`config.mk`:
```
export PLATFORM = sky130hd
export DESIGN_NAME = cp0_unit
export DESIGN_NICKNAME = d
export VERILOG_FILES = /design/src/rtl/cp0_unit.sv
export SDC_FILE = /design/constraint.sdc
export NUM_CORES = 1
export LEC_CHECK = 0
export CAP_MARGIN = 25
export CORE_MARGIN = 5
export CORE_UTILIZATION = 30
export DETAILED_ROUTE_END_ITERATION = 8
export PLACE_DENSITY = 0.52
export SLEW_MARGIN = 20
export SYNTH_ARGS = -nofsm -noshare
export SYNTH_HDL_FRONTEND = slang
export SYNTH_SLANG_ARGS = --single-unit
```
`constraint.sdc`:
```
create_clock -name clk -period 4.4 [get_ports clk]
set_input_delay 0.44 -clock clk [delete_from_list [all_inputs] [get_ports clk]]
set_output_delay 0.44 -clock clk [all_outputs]
set_load 0.02 [all_outputs]
```
`src/rtl/cp0_unit.sv`:
```
// MIPS32 CP0 register file, Count/Compare timer and interrupt masking; reads are combinational,
// commits land at the clock edge, and ext_int is seen by int_req two cycles after it rises.
module cp0_unit #(
   parameter int          N_EXT_INT  = 6,
   parameter int          COUNT_DIV  = 2,
   parameter int          TIMER_IP   = 7,
   parameter logic [31:0] PRID_VAL   = 32'h00004220,
   parameter logic [31:0] CONFIG_VAL = 32'h80000000
) (
   input  logic                 clk,
   input  logic                 resetn,
   input  logic [N_EXT_INT-1:0] ext_int,
   input  logic [4:0]           rd_idx,
   output logic [31:0]          rd_val,
   input  logic                 wr_en,
   input  logic [4:0]           wr_idx,
   input  logic [31:0]          wr_data,
   input  logic                 exc_valid,
   input  logic [4:0]           exc_code,
   input  logic [31:0]          exc_pc,
   input  logic                 exc_bd,
   input  logic                 exc_bad_valid,
   input  logic [31:0]          exc_bad_addr,
   input  logic                 eret,
   output logic [31:0]          epc_out,
   output logic                 exl_out,
   output logic                 int_req
);

   localparam int PW = (COUNT_DIV > 1) ? $clog2(COUNT_DIV) : 1;
   localparam logic [PW-1:0] PRESC_MAX = PW'(COUNT_DIV - 1);

   localparam logic [4:0] IDX_BADVADDR = 5'd8;
   localparam logic [4:0] IDX_COUNT    = 5'd9;
   localparam logic [4:0] IDX_COMPARE  = 5'd11;
   localparam logic [4:0] IDX_STATUS   = 5'd12;
   localparam logic [4:0] IDX_CAUSE    = 5'd13;
   localparam logic [4:0] IDX_EPC      = 5'd14;
   localparam logic [4:0] IDX_PRID     = 5'd15;
   localparam logic [4:0] IDX_CONFIG   = 5'd16;

   logic [31:0]          badvaddr, count, compare, epc;
   logic [7:0]           im;
   logic                 exl, ie, bd, ti;
   logic [1:0]           ip_sw;
   logic [4:0]           exc_code_q;
   logic [PW-1:0]        presc;
   logic [N_EXT_INT-1:0] sync1, sync2;
   logic [7:0]           ip;

   always_ff @(posedge clk) begin
      if (!resetn) begin
         badvaddr   <= '0;
         count      <= '0;
         compare    <= '0;
         epc        <= '0;
         im         <= '0;
         exl        <= 1'b0;
         ie         <= 1'b0;
         bd         <= 1'b0;
         ti         <= 1'b0;
         ip_sw      <= '0;
         exc_code_q <= '0;
         presc      <= '0;
         sync1      <= '0;
         sync2      <= '0;
      end else begin
         sync1 <= ext_int;
         sync2 <= sync1;

         if (presc == PRESC_MAX) begin
            presc <= '0;
            count <= count + 32'd1;
         end else begin
            presc <= presc + 1'b1;
         end
         if (count == compare && compare != 32'd0)
            ti <= 1'b1;

         // Later assignments below override the free-running timer updates above.
         if (exc_valid) begin
            exc_code_q <= exc_code;
            if (exc_bad_valid)
               badvaddr <= exc_bad_addr;
            if (!exl) begin
               epc <= exc_bd ? exc_pc - 32'd4 : exc_pc;
               bd  <= exc_bd;
               exl <= 1'b1;
            end
         end else if (eret) begin
            exl <= 1'b0;
         end else if (wr_en) begin
            case (wr_idx)
               IDX_COUNT: begin
                  count <= wr_data;
                  presc <= '0;
               end
               IDX_COMPARE: begin
                  compare <= wr_data;
                  ti      <= 1'b0;
               end
               IDX_STATUS: begin
                  im  <= wr_data[15:8];
                  exl <= wr_data[1];
                  ie  <= wr_data[0];
               end
               IDX_CAUSE: ip_sw <= wr_data[9:8];
               IDX_EPC:   epc   <= wr_data;
               default: ;
            endcase
         end
      end
   end

   always_comb begin
      ip = '0;
      ip[1:0] = ip_sw;
      for (int i = 0; i < N_EXT_INT; i++)
         ip[2+i] = sync2[i];
      ip[TIMER_IP] = ip[TIMER_IP] | ti;
   end

   always_comb begin
      rd_val = '0;
      case (rd_idx)
         IDX_BADVADDR: rd_val = badvaddr;
         IDX_COUNT:    rd_val = count;
         IDX_COMPARE:  rd_val = compare;
         IDX_STATUS:   rd_val = {9'b0, 1'b1, 6'b0, im, 6'b0, exl, ie};
         IDX_CAUSE:    rd_val = {bd, ti, 14'b0, ip, 1'b0, exc_code_q, 2'b0};
         IDX_EPC:      rd_val = epc;
         IDX_PRID:     rd_val = PRID_VAL;
         IDX_CONFIG:   rd_val = CONFIG_VAL;
         default:      rd_val = '0;
      endcase
   end

   assign epc_out = epc;
   assign exl_out = exl;
   assign int_req = (|(ip & im)) & ie & ~exl;

endmodule

```
==> results of run 1 <==
final timing paths:
| path | cells past startpoint | slack (ns) | end |
|---|---|---|---|
| min reg2reg | 1 | 0.44 | sync2[1]$_SDFF_PN0_ |
| max reg2reg | 6 | 1.99 | epc_out[16]$_SDFFE_PN0P_ |
| min | 1 | 0.44 | sync2[1]$_SDFF_PN0_ |
| max | 7 | 0.98 | rd_val[14] |
per-stage QoR:
stage	util, %	total power, mW
after floorplan	-	1.78
after global placement	38.4	2.06
after detailed placement	38.4	2.06
after CTS	40.6	3.58
after global routing	40.7	3.68
final	40.7	3.56
metal layers:
layer / track usage, % / up-vias / wire length [um]
li1: - / 4021 / -
met4: 6.72 / 0 / 834
met3: 4.43 / 46 / 1880
met5: 0 / - / 0
met1: 29.1 / 3941 / 15600
met2: 31.3 / 265 / 15000
power breakdown:
part | internal [mW] | switching (mW) | total, mW
combinational | 0.226 | 0.248 | 0.474
sequential | 1.50 | 0.0537 | 1.55
clock | 0.776 | 0.753 | 1.53
total | 2.50 | 1.06 | 3.56
layout make-up:
type / count / share of cell area (%)
clock buffer: 17 / 3.75
inverter: 6 / 0.210
tap: 378 / 4.17
timing repair buffer: 205 / 17.7
sequential: 160 / 28.3
antenna: 2 / 0.0441
multi-input combinational: 788 / 44.2
clock inverter: 15 / 1.69
cells in the final DEF, fill, tap and decap left out, types with 4 or more instances in the layout:
cell type,count
clkdlybuf4s50_1,186
dfxtp_1,160
nand2_1,123
nor2_1,104
a21oi_1,88
mux2i_1,73
xor2_1,69
o21ai_0,42
nand3_1,25
nor4_1,22
a221o_1,21
a211oi_1,21
and2_1,21
nand4_1,20
xnor2_1,18
clkbuf_16,17
buf_4,15
nor3b_1,13
nor3_1,10
o22ai_1,10
and3_1,8
a31oi_1,8
or4_1,8
or3_1,7
and4_1,7
clkinv_8,7
a22oi_1,6
o211ai_1,6
nor4b_1,6
inv_1,5
nand4b_1,5
inv_6,5
a222oi_1,4
logic make-up after synthesis:
family / Yosys count
AND/OR/NAND/NOR: 398
AO/OA/AOI/OAI: 226
flip-flops: 160
XOR/XNOR: 87
buffers and inverters: 83
multiplexers: 75
adder cells (fa/ha/maj): 2
flip-flops by register name, summed over array words and instances (netlist names), 2 cells and up:
| register | cells |
|---|---|
| im | 8 |
| badvaddr | 32 |
| exc_code_q | 5 |
| count | 32 |
| sync2 | 6 |
| sync1 | 6 |
| ip_sw | 2 |
| epc_out | 32 |
| compare | 32 |
==> reports/metrics.yaml, run 1 <==
grt:
  grt_remaining_overflow: 0
  grt_pass1_wl_um: 49500
  grt_max_degree: 88
  grt_pass1_vias: 7980
  antenna_found_initial: 2
  grt_usage_pct: 20.6
timing:
  relSlewSlack_pct: 33.0
  hold_viol_final: 0
  clock_skew_ns: 0.0174
  setup_viol: 0
  fmax_mhz: 292
  post-route-period-util_pct: 77.8
  setup-tns-final_ns: 0
  tightest_slew_ns: 1.01
  final.setup.worst_slack_ns: 0.976
  min_period_ns: 3.42
  finalMaxSlewViolations: 0
  rsz0062_at_grt: "false"
  timing.hold.ws_ns: 0.439
logic_synthesis:
  synthSimpleGateAreaFrac_pct: 23.5
  synth_fp_nets: 1157
  synth.most_common_cell: "dfxtp_1"
  synthMuxAreaShare_pct: 8.88
  ys_seq_area_share_pct: 37.7
  synth_cells: 1031
  synth_area_um2: 8490
  synth_top_cell_by_area: "dfxtp_1"
  synth_top_family_by_area: "simple AND/OR/NAND/NOR gates"
  synth_compound_area_share_pct: 16.9
  synth_top_area_share_pct: 37.7
  synth-edff-count: 0
  yosys_warnings: 0
  synthFlopType: "dfxtp_1"
  ys_ff_latch: 160
  synth.area.top_cells: "dfxtp_1, mux2i_1, xor2_1"
  syn_avg_cell_area_um2: 8.23
  synthAdderAreaFrac_pct: 0.295
  synth-xor-area-share_pct: 8.98
  yosys-top-cells-count: "dfxtp_1, nand2_1, nor2_1"
  async_reset_ff_share_pct: 0
  ys_types: 57
worst_setup_path:
  crit_arrival_ns: 2.98
  crit_chain: "clkdlybuf4s50_1, nor2_1, nor4bb_4, buf_4, a222oi_1, o21ai_0, clkdlybuf4s50_1"
  worst-path-buf-inv: 3
  cpMostUsedCell: "clkdlybuf4s50_1"
  crit_type: "in -> out"
  cp_slowest_cell: "clkdlybuf4s50_1"
  cp-startpoint: "rd_idx[0]"
  r2r-start: "exl_out$_SDFFE_PN0P_"
  cpPeakStageDelay_ns: 0.65
  path_max_fanout: 32
  crit_family: "buffers and inverters"
  endpoint_kind: "output pin"
  crit_path_start_kind: "input pin"
  cp.required_ns: 3.96
routing:
  drt_drc_violations_left: 0
  dr.pass1.iters: 6
  drtIter0Drc: 666
  avgViaCountPerCell: 5.27
  vias: 8273
  wl_per_cell_um: 21.2
  finalWirelength_um: 33400
  antenna_left: 0
cts:
  ctsHoldBuffers: 0
  cts.sinks: 160
  post_cts_buffers: 0
  ctsResizeCount: 0
  htreeDepth: 4
  numCtsBuffers: 17
  cts.path.max_buffers: 2
  root_buffer: "clkbuf_16"
  clk_latency_ns: 0.44
  cts_tree: "done"
  path_clk_slew_ns: 0.08
layout:
  nets: 1304
  stdcell_count: 1571
  multi_input_area_um2: 5010
  syn2layout_area_growth_pct: 33.6
  drive_above_1_share_pct: 5.63
  stdcell_area_um2: 11300
  layout.area.seq_um2: 3200
  fillCellCount: 2867
floorplanning:
  dieArea_um2: 31700
  pin_count: 190
  die_w_um: 178
  die_h_um: 178
  rows: 61
  core_area_um2: 27900
  initial_core_util_pct: 30.5
power:
  p_per_area_nw_per_um2: 314
  leakagePower_nw: 4.37
  ir_worst_vdd_mv: 0.252
placed_design:
  place_congestion: 0.841
  post-place-cells: 1536
  io_buffers: 189
  hpwl_um: 25400
  placed_area_um2: 10700
  dpl_worst_slack_ns: 0.968
min_path:
  hp-class: "reg -> reg"
  hp-start: "sync1[1]$_SDFF_PN0_"
run:
  cap_violations: 0
status:
  outcome: "complete, no violations"
Power figures use the tool's default switching activity.
==> inputs of run 2 (changes only) <==
Clock period 4.4 ns to 3.4 ns, I/O delays scaled along.
==> reports/metrics.yaml, run 2 (synthesized netlist as in run 1, its figures left out) <==
worst_setup_path:
  cp.required_ns: 3.06
  crit_path_start_kind: "input pin"
  path_max_fanout: 32
  crit_type: "in -> out"
  crit_arrival_ns: 2.71
  endpoint_kind: "output pin"
placed_design:
  place_congestion: 0.898
  hpwl_um: 25800
  io_buffers: 189
cts:
  ctsResizeCount: 0
  root_buffer: "clkbuf_16"
  cts.path.max_buffers: 2
  post_cts_buffers: 0
  path_clk_slew_ns: 0.07
  clk_latency_ns: 0.43
  numCtsBuffers: 17
  ctsHoldBuffers: 0
  cts_tree: "done"
  cts.sinks: 160
  htreeDepth: 4
floorplanning:
  pin_count: 190
  die_h_um: 178
  die_w_um: 178
  initial_core_util_pct: 30.5
  rows: 61
  core_area_um2: 27900
  dieArea_um2: 31700
layout:
  syn2layout_area_growth_pct: 34.2
  layout.area.seq_um2: 3200
  drive_above_1_share_pct: 6.18
  fillCellCount: 2834
  multi_input_area_um2: 5010
  layout_commonest_cell: "clkdlybuf4s50_1"
  nets: 1311
  layout_common_cells: "clkdlybuf4s50_1, dfxtp_1, nand2_1, nor2_1, a21oi_1"
grt:
  grt_pass1_vias: 8072
  antenna_found_initial: 1
  met1_usage_pct: 29.5
  grtUsageMet2_pct: 32.5
  grt_remaining_overflow: 0
  grt_pass1_wl_um: 50100
  use_met3_pct: 3.82
  grt_usage_pct: 20.9
  grt-busiest-layer: "met2"
  grt_max_degree: 66
routing:
  antenna_left: 0
  wl_per_cell_um: 21.3
  avgViaCountPerCell: 5.24
  vias: 8270
  dr.pass1.iters: 5
  finalWirelength_um: 33600
  drtIter0Drc: 559
  drt_drc_violations_left: 0
timing:
  hold_viol_final: 0
  clock_skew_ns: 0.00875
  fmax_mhz: 328
  min_period_ns: 3.05
  finalMaxSlewViolations: 0
  post-route-period-util_pct: 89.7
  tightest_slew_ns: 0.763
  setup_viol: 0
  rsz0062_at_grt: "false"
  setup-tns-final_ns: 0
  relSlewSlack_pct: 49.1
run:
  cap_violations: 0
power:
  total_power_mw: 4.58
  leakagePower_nw: 4.40
  p_per_area_nw_per_um2: 402
  ir_worst_vdd_mv: 0.271
status:
  outcome: "complete, no violations"
min_path:
  hp-class: "in -> reg"
## run 2: cell count changes in the layout (fill, tap and decap cells not counted)
cell,change
clkinv_8,-6
buf_4,+4
inv_8,+4
buf_12,+3
clkinv_4,+2
diode_2,-1
## run 2: cell type report
type / instances / area share (%)
inverters: 6 / 0.209
multi-input cells: 788 / 44.0
well taps: 378 / 4.15
clock inverters: 15 / 1.37
diodes: 1 / 0.0220
clock buffers: 17 / 3.74
repair buffers: 212 / 18.4
flip-flops and latches: 160 / 28.1
## run 2: layer usage
metal  wire, um  up-vias
li1           -     4045
met1      15800     3928
met2      15300      265
met3       1890       32
met4        668        0
met5          0        -
## run 2: critical path, stage by stage
cell and delay, ns:
clkdlybuf4s50_1 0.69, nor2_1 0.11, nor4bb_4 0.20, buf_12 0.18
a222oi_1 0.44, o21ai_0 0.16, clkdlybuf4s50_1 0.59
## run 2: final timing paths
check | from | to | slack, ns | cells after the start
min | exc_valid | epc_out[24]$_SDFFE_PN0P_ | 0.27 | 2
max | rd_idx[0] | rd_val[14] | 0.35 | 7
min reg2reg | sync1[2]$_SDFF_PN0_ | sync2[2]$_SDFF_PN0_ | 0.44 | 1
max reg2reg | count[5]$_SDFF_PN0_ | count[30]$_SDFF_PN0_ | 1.10 | 5
## run 2: power breakdown
group          switching, mW  internal, mW
clock                  0.954         0.991
combinational          0.327         0.299
sequential            0.0697          1.94
total                   1.35          3.23
## run 2: stage by stage
step	area, um^2	cells	util [%]	hold slack [ns]	worst slack, ns
6_report	11400	1577	40.9	0.267	0.351
5_1_grt	11400	1577	40.9	0.285	0.248
4_1_cts	11400	1576	40.9	0.255	0.392
3_5_place_dp	10800	1544	38.8	0.422	0.396
3_3_place_gp	10800	1544	38.8	0.417	0.425
2_1_floorplan	8490	1031	-	0.412	1.07
